--- src/rtl/ldpc_pkg.sv ---
// ldpc_pkg: shared code constants and FSM state encoding for the LDPC iteration scheduler.
package ldpc_pkg;
    localparam int N            = 204;
    localparam int M            = 102;
    localparam int LOG2N        = 8;
    localparam int LOG2M        = 7;
    localparam int MAX_ITER     = 30;
    localparam int LOG2MAX_ITER = 5;
    typedef logic [2:0] state_t;
    localparam state_t IDLE  = 3'd0;
    localparam state_t LOAD  = 3'd1;
    localparam state_t CHECK = 3'd2;
    localparam state_t EVAL  = 3'd3;
    localparam state_t VAR   = 3'd4;
    localparam state_t DONE  = 3'd5;
endpackage

--- src/rtl/ldpc_sweep_cnt.sv ---
// ldpc_sweep_cnt: self-running 0..LIMIT-1 address sweep with registered strobe and address.
module ldpc_sweep_cnt #(
    parameter int LIMIT = 8,
    parameter int W     = 3
) (
    input  logic         clk,
    input  logic         rst,
    input  logic         start,
    output logic         en,
    output logic [W-1:0] addr,
    output logic         last
);
    assign last = en && addr == W'(LIMIT - 1);
    always_ff @(posedge clk or posedge rst)
        if (rst) begin
            en   <= 1'b0;
            addr <= '0;
        end else if (start) begin
            en   <= 1'b1;
            addr <= '0;
        end else if (last) begin
            en   <= 1'b0;
            addr <= '0;
        end else if (en)
            addr <= addr + 1'b1;
endmodule

--- src/rtl/ldpc_iter_sched.sv ---
// ldpc_iter_sched: flooding-schedule controller for the LDPC decoder datapath.
// Optional early termination on zero syndrome: define LDPC_EARLY_TERM_EN.
module ldpc_iter_sched #(
    parameter int N            = ldpc_pkg::N,
    parameter int M            = ldpc_pkg::M,
    parameter int LOG2N        = ldpc_pkg::LOG2N,
    parameter int LOG2M        = ldpc_pkg::LOG2M,
    parameter int MAX_ITER     = ldpc_pkg::MAX_ITER,
    parameter int LOG2MAX_ITER = ldpc_pkg::LOG2MAX_ITER
) (
    input  logic                    clk,
    input  logic                    rst,
    input  logic                    start,
    input  logic                    chk_par,
    output logic                    busy,
    output logic                    done,
    output logic                    success,
    output logic [LOG2MAX_ITER-1:0] iter_count,
    output logic                    ld_en,
    output logic [LOG2N-1:0]        ld_addr,
    output logic                    cn_en,
    output logic [LOG2M-1:0]        cn_addr,
    output logic                    vn_en,
    output logic [LOG2N-1:0]        vn_addr
);
    import ldpc_pkg::*;
    state_t state, nxt;
    logic   syn_acc, term, ld_go, cn_go, vn_go, ld_last, cn_last, vn_last;
`ifdef LDPC_EARLY_TERM_EN
    assign term = !syn_acc || iter_count == LOG2MAX_ITER'(MAX_ITER);
`else
    assign term = iter_count == LOG2MAX_ITER'(MAX_ITER);
`endif
    assign ld_go = state == IDLE && start;
    assign cn_go = (state == LOAD && ld_last) || (state == VAR && vn_last);
    assign vn_go = state == EVAL && !term;
    always_comb begin
        nxt = IDLE;
        case (state)
            IDLE:    nxt = start ? LOAD : IDLE;
            LOAD:    nxt = ld_last ? CHECK : LOAD;
            CHECK:   nxt = cn_last ? EVAL : CHECK;
            EVAL:    nxt = term ? DONE : VAR;
            VAR:     nxt = vn_last ? CHECK : VAR;
            default: nxt = IDLE;
        endcase
    end
    always_ff @(posedge clk or posedge rst)
        if (rst) begin
            state      <= IDLE;
            busy       <= 1'b0;
            done       <= 1'b0;
            success    <= 1'b0;
            iter_count <= '0;
            syn_acc    <= 1'b0;
        end else begin
            state <= nxt;
            busy  <= nxt != IDLE;
            done  <= nxt == DONE;
            if (ld_go) begin
                success    <= 1'b0;
                iter_count <= '0;
                syn_acc    <= 1'b0;
            end
            if (state == CHECK)
                syn_acc <= syn_acc | chk_par;
            if (state == EVAL) begin
                syn_acc <= 1'b0;
                if (term)
                    success <= ~syn_acc;
            end
            if (state == VAR && vn_last)
                iter_count <= iter_count + 1'b1;
        end
    // Each sweep owns its strobe/address so all outputs come straight from flops.
    ldpc_sweep_cnt #(.LIMIT(N), .W(LOG2N)) u_ld (
        .clk(clk), .rst(rst), .start(ld_go), .en(ld_en), .addr(ld_addr), .last(ld_last)
    );
    ldpc_sweep_cnt #(.LIMIT(M), .W(LOG2M)) u_cn (
        .clk(clk), .rst(rst), .start(cn_go), .en(cn_en), .addr(cn_addr), .last(cn_last)
    );
    ldpc_sweep_cnt #(.LIMIT(N), .W(LOG2N)) u_vn (
        .clk(clk), .rst(rst), .start(vn_go), .en(vn_en), .addr(vn_addr), .last(vn_last)
    );
endmodule

--- config.mk ---
export PLATFORM = sky130hd
export DESIGN_NAME = ldpc_iter_sched
export DESIGN_NICKNAME = d
export VERILOG_FILES = /design/src/rtl/ldpc_pkg.sv /design/src/rtl/ldpc_sweep_cnt.sv /design/src/rtl/ldpc_iter_sched.sv
export SDC_FILE = /design/constraint.sdc
export NUM_CORES = 1
export LEC_CHECK = 0
export BUFFER_PORTS_ARGS = -buffer_cell sky130_fd_sc_hd__buf_4
export CAP_MARGIN = 20
export CORE_MARGIN = 2
export CORE_UTILIZATION = 50
export DETAILED_ROUTE_END_ITERATION = 10
export PLACE_DENSITY = 0.73
export SLEW_MARGIN = 0
export SYNTH_ARGS = -nofsm -noshare
export SYNTH_HDL_FRONTEND = slang
export SYNTH_SLANG_ARGS = --single-unit
--- constraint.sdc ---
create_clock -name clk -period 2.5 [get_ports clk]
set_input_delay 0.5 -clock clk [delete_from_list [all_inputs] [get_ports clk]]
set_output_delay 0.5 -clock clk [all_outputs]
set_load 0.1 [all_outputs]
==> results by group <==
Outcome
  – Status: completed

Logic synthesis
  – Mapped Cells: 196
  – Yosys top cell area share: 49.41%
  – Post-synth top area cell: dfrtp_1
  – Post-synthesis average cell area: 9.818 µm²
  – Synth unique cells: 37
  – Syn_nets: 206
  – Register area share after synthesis: 49.41%
  – Synthesized area: 0.001924 mm²
  – Synthesized flop and latch total: 38
  – Ranking of synthesized cells by area: dfrtp_1, nand2_1, nor2_1
  – Synth Warn #: 0

Clocking
  – Root Driver: clkbuf_8
  – Hold buffer count at CTS: 0
  – CTS tree: built
  – Worst-path clk slew: 70 ps
  – TritonCTS Buffers: 5
  – Clock Latency Late Sink: 290 ps
  – Sink Count: 38
  – Gates resized, CTS repair: 0
  – Max Root-Sink Buffers: 2
  – CTS H-tree lvls: 2
  – Post-CTS Setup Repair Bufs: 0

Drt
  – Via/cell ratio: 5.349
  – Remaining DRCs: 0
  – Post-Route WL: 3.884 mm
  – Total number of vias: 1546
  – 1st-iter DRT viols: 34
  – Routed length per instance: 13.44 µm
  – Post-DRT Antenna Nets: 0
  – First-pass DRT Iterations: 4

Worst setup path
  – Worst Path Buf+Inv: 0
  – Required @ worst endpoint: 2660 ps
  – CP peak stage delay: 540 ps
  – Setup CP Type: flip-flop to flip-flop
  – Worst Path Arrival: 2180 ps
  – Crit path launch type: flip-flop
  – Delay-heaviest family, CP: simple AND/OR/NAND/NOR gates
  – Worst path cell trace: nand4bb_1 -> or4_4 -> nor3b_1 -> or4_1
  – Max FO, Critical Path: 7
  – Critical Path End Type: flip-flop
  – CP max stage cell: or4_4

Final layout
  – Final Util: 64.28%
  – Share of layout cells above drive strength 1: 22.41%
  – Fill cell count: 353
  – Sequential cell area: 953.4 µm²
  – Diode count: 0
  – Area grow syn2layout: 23.21%
  – Net count reported at finish: 250
  – Multi-input combinational cell area: 935.9 µm²

Global routing
  – Initial antenna violation count: 0
  – First-pass GRT wire length: 6.555 mm
  – Gr ovfl total: 0
  – Pin count of the biggest net entering global routing: 39
  – Vias in the first global route: 1429
  – Gr usage total: 20.12%

Power
  – Power per cell area: 718.5 mW/mm²
  – Power share of the sequential group: 42.9%
  – Gate power share: 32.2%
  – Net Sw Frac: 40.91%
  – Peak supply drop: 0.0007355 V
  – Leakage: 1.142 nW
  – Int Power: 0.001007 W
  – Switching power total: 0.0006969 W
  – Clock power share: 24.8%
  – Design Power: 0.001704 W

Floorplanning
  – Die ar.: 0.004361 mm²
  – FP Rows: 22
  – Core area: 0.003689 mm²
  – Die Y: 66.04 µm
  – Io pins: 38
  – Starting Density: 52.17%
  – Die Wd: 66.04 µm

Timing
  – Worst Max-Slew Pin Slew: 475.6 ps
  – PnR worst setup slack: 477.0 ps
  – Worst clock skew: 6.366 ps
  – Max Slew Vio Count: 0
  – Minimum clock period: 2023 ps
  – Fin crit share: 80.92%
  – Max-Slew Margin vs Limit: 67.88%
  – Final Hold Viols: 0
  – Setup TNS: 0 ps
  – Final setup viols: 0
  – RSZ-0062 raised after global routing: false
  – F_max: 494.3 MHz

Flow run
  – Max Cap Violations: 0

Placement
  – Gpl congestion: 0.8112
  – Port-buffer cells: 37
  – DP Wirelength: 2.817 mm
  – Worst slack, placed: 503.6 ps

Worst hold path
  – Tightest Hold Check Type: input port to async pin
placed cells by master (no fill, tap or decap), types with 2 or more instances in the layout:
master / count
nand3b_1: 2
nand2b_1: 3
or4_1: 3
buf_4: 41
nand3_1: 8
nand4_1: 8
nor2_1: 23
nor2b_1: 3
dfrtp_1: 36
xnor2_1: 4
nor3b_1: 2
mux2_2: 2
o211ai_1: 3
xor2_1: 7
mux2i_1: 5
or3_1: 3
inv_1: 6
and4b_1: 2
ha_1: 6
clkbuf_8: 6
nand2_1: 24
a21oi_1: 5
a21o_1: 5
o31ai_1: 3
dfrtp_2: 2
a211oi_1: 3
o21ai_0: 12
worst min-delay path, cell delays in order:
cell,delay [ps]
buf_4,110
inv_1,40
buf_4,400
cells in the mapped netlist (all sizes together):
cell,instances
dfrtp,38
nand2,24
nor2,23
o21ai,12
nand3,8
nand4,8
xor2,7
ha,6
inv,6
a21o,5
a21oi,5
mux2i,5
clkbuf,4
or4,4
xnor2,4
a211oi,3
nand2b,3
nor2b,3
o211ai,3
o31ai,3
or3,3
and4b,2
mux2,2
nand3b,2
nor3b,2
a22oi,1
a31oi,1
and2,1
nand4b,1
nand4bb,1
nor3,1
nor4,1
nor4b,1
nor4bb,1
o311ai,1
o41ai,1
sequential cells by signal, indices dropped and copies added, names as in the netlist:
signal	count
u_ld.addr	8
u_vn.addr	8
u_cn.addr	7
iter_count	5
state	3
busy	1
done	1
success	1
syn_acc	1
u_cn.en	1
u_ld.en	1
u_vn.en	1
logic make-up after synthesis:
| family | synth area share [%] |
|---|---|
| AOI/OAI and AO/OA | 11.90 |
| and+or+nand+nor | 24.06 |
| DFF | 49.41 |
| adders and majority gates | 3.901 |
| xor gates and xnor gates | 5.006 |
| buffers and inverters | 1.950 |
| muxes | 3.771 |
per-stage QoR:
| step | std cells | hold WS [ps] | cell area (µm²) |
|---|---|---|---|
| after floorplan | 196 | 443.8 | 1927 |
| final | 289 | 318.8 | 2371 |
| after global placement | 281 | 468.8 | 2280 |
| after global routing | 289 | 372.1 | 2371 |
| after CTS | 289 | 334.2 | 2371 |
| after detailed placement | 281 | 459.6 | 2280 |
per-layer routing:
| layer | up-vias | routed length [µm] | global-route usage [%] |
|---|---|---|---|
| li1 | 792 | - | - |
| met1 | 715 | 1932 | 28.24 |
| met2 | 34 | 1715 | 29.80 |
| met3 | 5 | 179 | 4.940 |
| met4 | 0 | 57 | 8.418 |
| met5 | - | 0 | 0 |
final timing paths:
path,start,to,slack (ps),cells past startpoint
setup / recovery,u_ld.addr[5]$_DFFE_PP0P_,state[0]$_DFF_PP0_,480,4
hold / removal,rst,u_vn.addr[7]$_DFFE_PP0P_,320,3
min in group clk,syn_acc$_DFFE_PP0P_,success$_DFF_PP0_,480,1
setup reg to reg,u_ld.addr[5]$_DFFE_PP0P_,state[0]$_DFF_PP0_,480,4
max in group asynchronous,rst,u_ld.addr[1]$_DFFE_PP0P_,1830,3
hold reg to reg,syn_acc$_DFFE_PP0P_,success$_DFF_PP0_,480,1
power groups by stage:
stage / clock [W] / combinational [W] / sequential, W
6_report: 0.000423 / 0.000549 / 0.000732
5_1_grt: 0.000470 / 0.000574 / 0.000741
2_1_floorplan: 0 / 0.000122 / 0.00105
3_5_place_dp: 0 / 0.000553 / 0.000741
4_1_cts: 0.000437 / 0.000553 / 0.000730
3_3_place_gp: 0 / 0.000550 / 0.000738
cell type report:
type                            count  share of cell area (%)
Inverter                            6                  0.9499
Clock buffer                        7                   3.641
Sequential cell                    38                   40.21
Multi-Input combinational cell    148                   39.47
Tap cell                           48                   2.533
Clock inverter                      1                  0.2111
Timing Repair Buffer               41                   12.98
Note: power is estimated with default switching activity, not from simulation.
